===== src/rtl/fetch_pkg.sv =====
// Shared types and constants for the instruction-fetch stage.
// The optional performance counters are enabled by defining FETCH_PERF_CNT_EN.
package fetch_pkg;

  localparam int FETCH_XLEN = 32;
  localparam int FETCH_ILEN = 32;
  localparam int PC_INC     = 4;

  // Default queue entry layout: instruction word above its fetch address.
  typedef struct packed {
    logic [FETCH_ILEN-1:0] inst;
    logic [FETCH_XLEN-1:0] pc;
  } fetch_entry_t;

endpackage


===== src/rtl/fetch_fifo.sv =====
// Registered FIFO for fetched {inst, pc} pairs. There is no fall-through:
// a written entry is visible one cycle after the push. Flush empties the
// queue without clearing the storage array.
module fetch_fifo
  import fetch_pkg::*;
#(
  parameter int  DEPTH   = 4,
  parameter type entry_t = fetch_entry_t,
  localparam int CW      = $clog2(DEPTH) + 1
) (
  input  logic          clk,
  input  logic          rstn,
  input  logic          push,
  input  logic          pop,
  input  logic          flush,
  input  entry_t        wdata,
  output entry_t        rdata,
  output logic [CW-1:0] count
);

  localparam int AW = $clog2(DEPTH);

  entry_t          mem_r [DEPTH];
  logic [AW-1:0]   rd_ptr_r;
  logic [AW-1:0]   wr_ptr_r;
  logic [CW-1:0]   count_r;
  logic [CW-1:0]   count_next_s;

  // Next occupancy: a simultaneous push and pop leave it unchanged.
  always_comb begin
    count_next_s = count_r;
    case ({push, pop})
      2'b10:   count_next_s = count_r + CW'(1);
      2'b01:   count_next_s = count_r - CW'(1);
      default: count_next_s = count_r;
    endcase
  end

  // Pointer and occupancy registers; flush overrides any push or pop.
  always_ff @(posedge clk or negedge rstn) begin
    if (!rstn) begin
      rd_ptr_r <= '0;
      wr_ptr_r <= '0;
      count_r  <= '0;
    end else if (flush) begin
      rd_ptr_r <= '0;
      wr_ptr_r <= '0;
      count_r  <= '0;
    end else begin
      if (push) wr_ptr_r <= wr_ptr_r + AW'(1);
      if (pop)  rd_ptr_r <= rd_ptr_r + AW'(1);
      count_r <= count_next_s;
    end
  end

  // Entry storage, cleared on reset so the stale head reads as zero.
  always_ff @(posedge clk or negedge rstn) begin
    if (!rstn) begin
      for (int i = 0; i < DEPTH; i++) mem_r[i] <= '0;
    end else if (push && !flush) begin
      mem_r[wr_ptr_r] <= wdata;
    end
  end

  assign rdata = mem_r[rd_ptr_r];
  assign count = count_r;

endmodule


===== src/rtl/fetch_buffer.sv =====
// Instruction-fetch stage: sequential PC generation, combinational imem read,
// and a decoupling queue towards decode. A redirect flushes the queue and
// restarts fetch at the word-aligned target.
// Optional: define FETCH_PERF_CNT_EN to add saturating perf_full_cycles and
// perf_flushes counters.
module fetch_buffer
  import fetch_pkg::*;
#(
  parameter int              XLEN     = 32,
  parameter int              ILEN     = 32,
  parameter int              DEPTH    = 4,
  parameter logic [XLEN-1:0] RESET_PC = {XLEN{1'b0}}
) (
  input  logic            clk,
  input  logic            rstn,
  input  logic            redirect_valid,
  input  logic [XLEN-1:0] redirect_pc,
  output logic [XLEN-1:0] imem_addr,
  input  logic [ILEN-1:0] imem_rdata,
  output logic            out_valid,
  input  logic            out_ready,
  output logic [ILEN-1:0] out_inst,
  output logic [XLEN-1:0] out_pc
`ifdef FETCH_PERF_CNT_EN
  ,
  output logic [31:0]     perf_full_cycles,
  output logic [31:0]     perf_flushes
`endif
);

  localparam int CW = $clog2(DEPTH) + 1;

  typedef struct packed {
    logic [ILEN-1:0] inst;
    logic [XLEN-1:0] pc;
  } entry_t;

  logic [XLEN-1:0] pc_r;
  logic [XLEN-1:0] pc_next_s;
  logic [CW-1:0]   count_s;
  logic            pop_s;
  logic            push_s;
  entry_t          wdata_s;
  entry_t          rdata_s;

  assign out_valid = (count_s != CW'(0));
  assign pop_s     = out_valid & out_ready;
  // A full queue can still accept a push when the head leaves this cycle.
  assign push_s    = ~redirect_valid & ((count_s < CW'(DEPTH)) | pop_s);
  assign wdata_s   = '{inst: imem_rdata, pc: pc_r};

  // Next PC: redirect target (word aligned), else advance on push, else hold.
  always_comb begin
    pc_next_s = pc_r;
    if (redirect_valid) begin
      pc_next_s = {redirect_pc[XLEN-1:2], 2'b00};
    end else if (push_s) begin
      pc_next_s = pc_r + XLEN'(PC_INC);
    end else begin
      pc_next_s = pc_r;
    end
  end

  // PC register.
  always_ff @(posedge clk or negedge rstn) begin
    if (!rstn) pc_r <= RESET_PC;
    else       pc_r <= pc_next_s;
  end

  assign imem_addr = pc_r;

  fetch_fifo #(
    .DEPTH   (DEPTH),
    .entry_t (entry_t)
  ) u_fifo (
    .clk   (clk),
    .rstn  (rstn),
    .push  (push_s),
    .pop   (pop_s),
    .flush (redirect_valid),
    .wdata (wdata_s),
    .rdata (rdata_s),
    .count (count_s)
  );

  assign out_inst = rdata_s.inst;
  assign out_pc   = rdata_s.pc;

`ifdef FETCH_PERF_CNT_EN
  logic [31:0] perf_full_r;
  logic [31:0] perf_flush_r;
  logic        full_stall_s;

  assign full_stall_s = (count_s == CW'(DEPTH)) & ~pop_s;

  // Saturating counters for full-queue stall cycles and redirect cycles.
  always_ff @(posedge clk or negedge rstn) begin
    if (!rstn) begin
      perf_full_r  <= 32'd0;
      perf_flush_r <= 32'd0;
    end else begin
      if (full_stall_s && (perf_full_r != 32'hFFFF_FFFF))
        perf_full_r <= perf_full_r + 32'd1;
      if (redirect_valid && (perf_flush_r != 32'hFFFF_FFFF))
        perf_flush_r <= perf_flush_r + 32'd1;
    end
  end

  assign perf_full_cycles = perf_full_r;
  assign perf_flushes     = perf_flush_r;
`endif

endmodule

===== config.mk =====
export PLATFORM = sky130hd
export DESIGN_NAME = fetch_buffer
export DESIGN_NICKNAME = d
export VERILOG_FILES = /design/src/rtl/fetch_pkg.sv /design/src/rtl/fetch_fifo.sv /design/src/rtl/fetch_buffer.sv
export SDC_FILE = /design/constraint.sdc
export NUM_CORES = 1
export LEC_CHECK = 0
export BUFFER_PORTS_ARGS = -buffer_cell sky130_fd_sc_hd__buf_2
export CORE_MARGIN = 8
export CORE_UTILIZATION = 33
export CTS_CLUSTER_SIZE = 16
export DETAILED_ROUTE_END_ITERATION = 6
export HOLD_SLACK_MARGIN = 0.08
export PLACE_DENSITY_LB_ADDON = 0.12
export SLEW_MARGIN = 5
export SYNTH_ARGS = -nofsm -noshare
export SYNTH_HDL_FRONTEND = slang
export SYNTH_HIERARCHICAL = 1
export SYNTH_SLANG_ARGS = --single-unit
export TNS_END_PERCENT = 50

===== constraint.sdc =====
create_clock -name clk -period 3.7 [get_ports clk]
set_clock_uncertainty 0.2 [all_clocks]
set_input_delay 0.555 -clock clk [delete_from_list [all_inputs] [get_ports clk]]
set_output_delay 0.555 -clock clk [all_outputs]
set_load 0.01 [all_outputs]

Word-level counts from Yosys, hierarchy flattened. Cells that the tools add are included.

Output and inout bits: 97. Logic and storage cells: 50. Flip-flop bits (word level): 295. Bits in writable memories: 0. Memory bits (read-only): 0. Memories kept: 0. Input port bits: 68. Latch bits: 0.

Div/mod/pow operators: 0. Equality and inequality tests: 2. Shift-type cells: 0. Multiplexer cells: 14. Add/sub/neg operators: 5. $mul: 0. Reductions and logical operators: 7. Bitwise gates (word level): 6. $lt $le $gt $ge: 4.

Operator list (number): 256-bit bitwise mux (1); 64-bit 2-to-1 mux (3); 64-bit binary-select mux with 2-bit select (1); 64-bit demux with 2-bit select (1); 32-bit 2-to-1 mux (2); 32-bit by 3-bit adder with 32-bit output (second input constant) (1); 2-bit 2-to-1 mux (4); 3-bit >= comparator (second input constant) (2); 2-bit NOT with 3-bit output (2); 3-bit case mux with 2 select lines (1); 3-bit nonzero test (2); 2-bit by 1-bit adder with 2-bit output (second input constant) (2); 2-bit nonzero test (2); 3-bit by 1-bit adder with 3-bit output (second input constant) (1); 3-bit by 1-bit < comparator with 1-bit output (second input constant) (1); 3-bit < comparator (second input constant) (1); 3-bit 2-to-1 mux (1); 3-bit by 1-bit subtractor with 3-bit output (second input constant) (1); 1-bit AND (2); 2-bit by 1-bit equality test with 1-bit output (second input constant) (1); 2-bit equality test (second input constant) (1); 1-bit logical AND (2); 1-bit logical NOT (1); 1-bit NOT (1); 1-bit OR (1).

Logic depth before layout (Yosys ltp).
Word-level depth: 7. Mapped depth: 10. Depth with buffers taken out: 7.

Modules after synthesis. The synthesis kept the hierarchy.

Modules (own cells, without submodules): fetch_fifo (seq. area each 6581.3 sq um, area each 12487.0 sq um, cells each 656, instances 1); fetch_buffer (seq. area each 750.7 sq um, area each 1960.6 sq um, cells each 231, instances 1).

Least setup slack after synthesis. OpenSTA, ideal clock, no wires.

Path type: input-to-reg. From: in redirect_valid. To: reg u_fifo/mem_r[100] in the netlist's numbering. Path buffers: 6. Library setup time: 0.125 ns. Data arrival time: 2.436 ns. Setup slack: 0.939 ns. Stages on the path: 10. Required time: 3.375 ns. Path through: clkbuf_1 -> clkbuf_1 -> clkbuf_1 -> nor2_1 -> buf_4 -> nor2b_4 -> buf_12 -> nand2_8 -> buf_6 -> mux2_4.

Word-level cells in the longest chain between the ends: 3. Elaborated cells between the ends (all ways): 4. Those cells by class: bitwise (2); reduce/logical (2).

Ends and longest elaborated chain: from (decl) (line fetch_buffer.sv:16) `input logic redirect_valid,`; 1-bit NOT (line fetch_buffer.sv:49) `assign push_s = ~redirect_valid & ((count_s < CW'(DEPTH)) | pop_s);`; 1-bit AND (line fetch_buffer.sv:49); via push_s (line fetch_buffer.sv:42) `logic push_s;`; 1-bit logical AND (line fetch_fifo.sv:60) `end else if (push && !flush) begin`; to (signal, indexed assignment) (line fetch_fifo.sv:61) `mem_r[wr_ptr_r] <= wdata;`; to (decl) (line fetch_fifo.sv:23) `entry_t mem_r [DEPTH];`.

The timed path passes the listed nets, and every way through them passes these cells. A chain may end at the register's enable or synchronous reset.

Worst setup path in the final report.
From: reg u_fifo.rd_ptr_r[0]. To: out out_pc[21].

Word-level cells in the longest chain between the ends: 4.

Ends and longest elaborated chain: from (decl) (line fetch_fifo.sv:24) `logic [AW-1:0] rd_ptr_r;`; from (signal assigned) (line fetch_fifo.sv:51) `if (pop) rd_ptr_r <= rd_ptr_r + AW'(1);`; 2-bit NOT with 3-bit output (implied by the code) (line fetch_fifo.sv:65) `assign rdata = mem_r[rd_ptr_r];`; 64-bit binary-select mux with 2-bit select (line fetch_fifo.sv:65); 64-bit 2-to-1 mux (implied by the code) (2 in a row) (line fetch_fifo.sv:65); to (decl) (line fetch_buffer.sv:23) `output logic [XLEN-1:0] out_pc`.

Every way passes these cells. The select of a mux whose other input is x is not followed.

==> impl_metrics.csv <==
group,metric,value,unit
run_status,outcome,"finished, final reports clean",
synth,netlist_instances,887,
drt,first_pass_iters,4,
die,initial_core_util,0.3347,
sta,finalCriticalPeriod,3.071,ns
sta,finalSetupViolCount,0,
die,ios,165,
placement,hpwl,22270,microns
synth,synth_top_cells_by_count,"dfrtp_1, mux2_4, mux4_2, nand2_1, buf_6",
placement,pre_cts_slack,0.8380,ns
global_routing,track_usage,0.1459,
die,die-area,50730,sq um
synth,yosysWarnings,6,
global_routing,grt_pass1_wl,57940,microns
critical_path,r2r_setup_slack,1.04,ns
die,dieWidth,225.2,microns
run,maxCapViolCount,0,
global_routing,gr-total-overflow,0,
die,coreArea,43170,sq um
synth,synth_area_leader_cell,"dfrtp_1",
layout,syn_to_final_growth,20.46,%
clock_tree,cts_root_buf,"clkbuf_16",
clock_tree,cts_buffers,36,
die,die-height,225.2,microns
synth,syn_area_per_cell,16.29,sq um
synth,synth_edf_count,0,
placement,gp_congestion,0.7182,
power,power_leakage,8.348,nW
critical_path,crit_type,"flip-flop to primary output",
sta,hold_viol_final,0,
sta,tns,0,ns
synth,yosysSeqAreaShare,0.5075,
clock_tree,ctsHtreeMaxLevel,2,
clock_tree,clock_latency,0.53,ns
layout,drive_gt1_frac,0.5093,
synth,synth_top_area_frac,0.5075,
clock_tree,cts_tree,"yes",
global_routing,grt_pass1_vias,9277,
placement,port_buffers,160,
global_routing,antenna_found_initial,1,
global_routing,grt_max_degree,86,
drt,totalWireLength,36430,microns
critical_path,cp.arrival,2.32,ns
hold_path,hold_class,"input port to flip-flop",
critical_path,cp.required,2.94,ns
hold_path,hold_end,"imem_addr[12]$_DFFE_PN0P_",
clock_tree,clk_path_buf_depth,3,
critical_path,reg2reg_depth,6,
power,ir_worst_vdd,0.3311,mV
sta,fin_crit_sh,0.8299,
synth,ys_top_cells_by_area,"dfrtp_1, mux2_4, mux4_2",
global_routing,grtUsageMet2,0.2274,
sta,tightest_slew,0.8382,ns
critical_path,cp_max_fo,33,
hold_path,hold_depth,3,
synth,post-synth-top-count-cell,"dfrtp_1",
sta,slew_violations,0,
critical_path,r2r-end,"u_fifo/mem_r[239]$_DFFE_PN0P_",
global_routing,use_met3,0.03019,
sta,max_slew_margin,0.4381,
hold_path,min_from,"redirect_pc[12]",
clock_tree,cts_sinks,293,
global_routing,top_usage_layer,"met2",
critical_path,r2r_start,"u_fifo/count[2]$_DFFE_PN0P_",
drt,initialDrtViolationCount,420,
drt,drc,0,
clock_tree,path_clk_slew,0.06,ns
critical_path,endpoint_kind,"primary output",
drt,routedWlPerCell,21.31,microns
sta,rsz0062_at_grt,"no",
synth,netlist_area,14450,sq um
synth,synth-async-reset-ratio,1.000,
synth,synth_cell_type_count,54,
power,power.density,766.9,nW/um^2
sta,fmax,0.3257,GHz
drt,ant_nets,0,
clock_tree,cts_resized,0,
die,rows,76,
synth,synth-seq-cells,293,
layout,nNetsFinal,1176,
synth,synth_ff_type,"dfrtp_1",
global_routing,use_met1,0.2015,
critical_path,start_kind,"flip-flop",
sta,fin_ws,0.6293,ns
drt,vias,8335,
drt,via_per_inst,4.877,
routing by layer:
metal / wire length (microns) / vias to the layer above
li1: - / 3723
met1: 17100 / 4383
met2: 16810 / 171
met3: 1680 / 58
met4: 835 / 0
met5: 0 / -
state kept, by name, summed over array words and instances, names as in the netlist:
register	cells
imem_addr	30
u_fifo/count	3
u_fifo/mem_r	256
u_fifo/rd_ptr_r	2
u_fifo/wr_ptr_r	2
cell families (layout without fill, tap and decap cells):
| logic type | after synthesis | count (layout) | synth area share |
|---|---|---|---|
| compound gates | 48 | 48 | 0.02373 |
| xor+xnor | 14 | 14 | 0.008487 |
| fa+ha+maj | 6 | 6 | 0.005716 |
| buf+inv | 67 | 294 | 0.03473 |
| flops | 293 | 293 | 0.5075 |
| mux | 323 | 323 | 0.3637 |
| other cells | 1 | 11 | 0.0002596 |
| simple gates | 135 | 135 | 0.05586 |
how the worst max path moves through the flow:
stage | cells past startpoint | to | slack (ns) | startpoint
5_1_grt | 3 | out_pc[21] | 0.48 | u_fifo/rd_ptr_r[0]$_DFFE_PN0P_
6_report | 3 | out_pc[21] | 0.63 | u_fifo/rd_ptr_r[0]$_DFFE_PN0P_
3_5_place_dp | 7 | u_fifo/mem_r[239]$_DFFE_PN0P_ | 0.84 | out_ready
2_1_floorplan | 10 | u_fifo/mem_r[100]$_DFFE_PN0P_ | 0.94 | redirect_valid
4_1_cts | 3 | out_pc[30] | 0.53 | u_fifo/rd_ptr_r[0]$_DFFE_PN0P_
3_3_place_gp | 7 | u_fifo/mem_r[119]$_DFFE_PN0P_ | 0.86 | out_ready
cell type report:
class                      instances  area (sq um)
antenna                            1         2.502
clock buffer                      48         987.2
clock inverter                    11         125.1
fill                            4076         25770
inverter                           9         33.78
multi-input combinational        536          6648
sequential                       293          7340
tap                              585         732.0
timing repair buffer             226          1536
repair_timing:
item | in CTS | in global routing
buffers inserted | 0 | 0
hold buffers | 42 | 0
hold endpoints to repair | 145 | 0
power breakdown:
part / leakage (nW) / internal (W) / switching, W / total, W
sequential: 3.65 / 0.00445 / 0.000853 / 0.00530
clock: 0.538 / 0.00201 / 0.00140 / 0.00341
combinational: 4.16 / 0.00296 / 0.00168 / 0.00464
metrics by stage:
stage               power [W]  utilization  instance area [sq um]  cells  hold WS, ns
floorplan            0.008512            -                  14480    896      0.05941
global placement     0.009977       0.3676                  15870   1607       0.2839
detailed placement    0.01003       0.3676                  15870   1607       0.2887
CTS                   0.01361       0.4031                  17400   1708      0.08080
global route          0.01415       0.4031                  17400   1708       0.1017
finish                0.01335       0.4031                  17400   1709       0.1070
critical path: stages, from the launching register on:
cell and delay (ns):
dfrtp_4 0.65, buf_12 0.34, mux4_2 0.60, buf_2 0.17
placed cells by master, fill, tap and decap left out, types with 13 or more instances in the layout:
cell,n
mux4_2,64
clkbuf_16,37
mux2_2,16
nand4_1,15
buf_4,14
nand2_1,28
dfrtp_1,291
o21ai_0,13
buf_2,159
dlygate4sd3_1,42
nor2_1,23
mux2_4,240
nand3_1,16
Power figures use the tool's default switching activity.
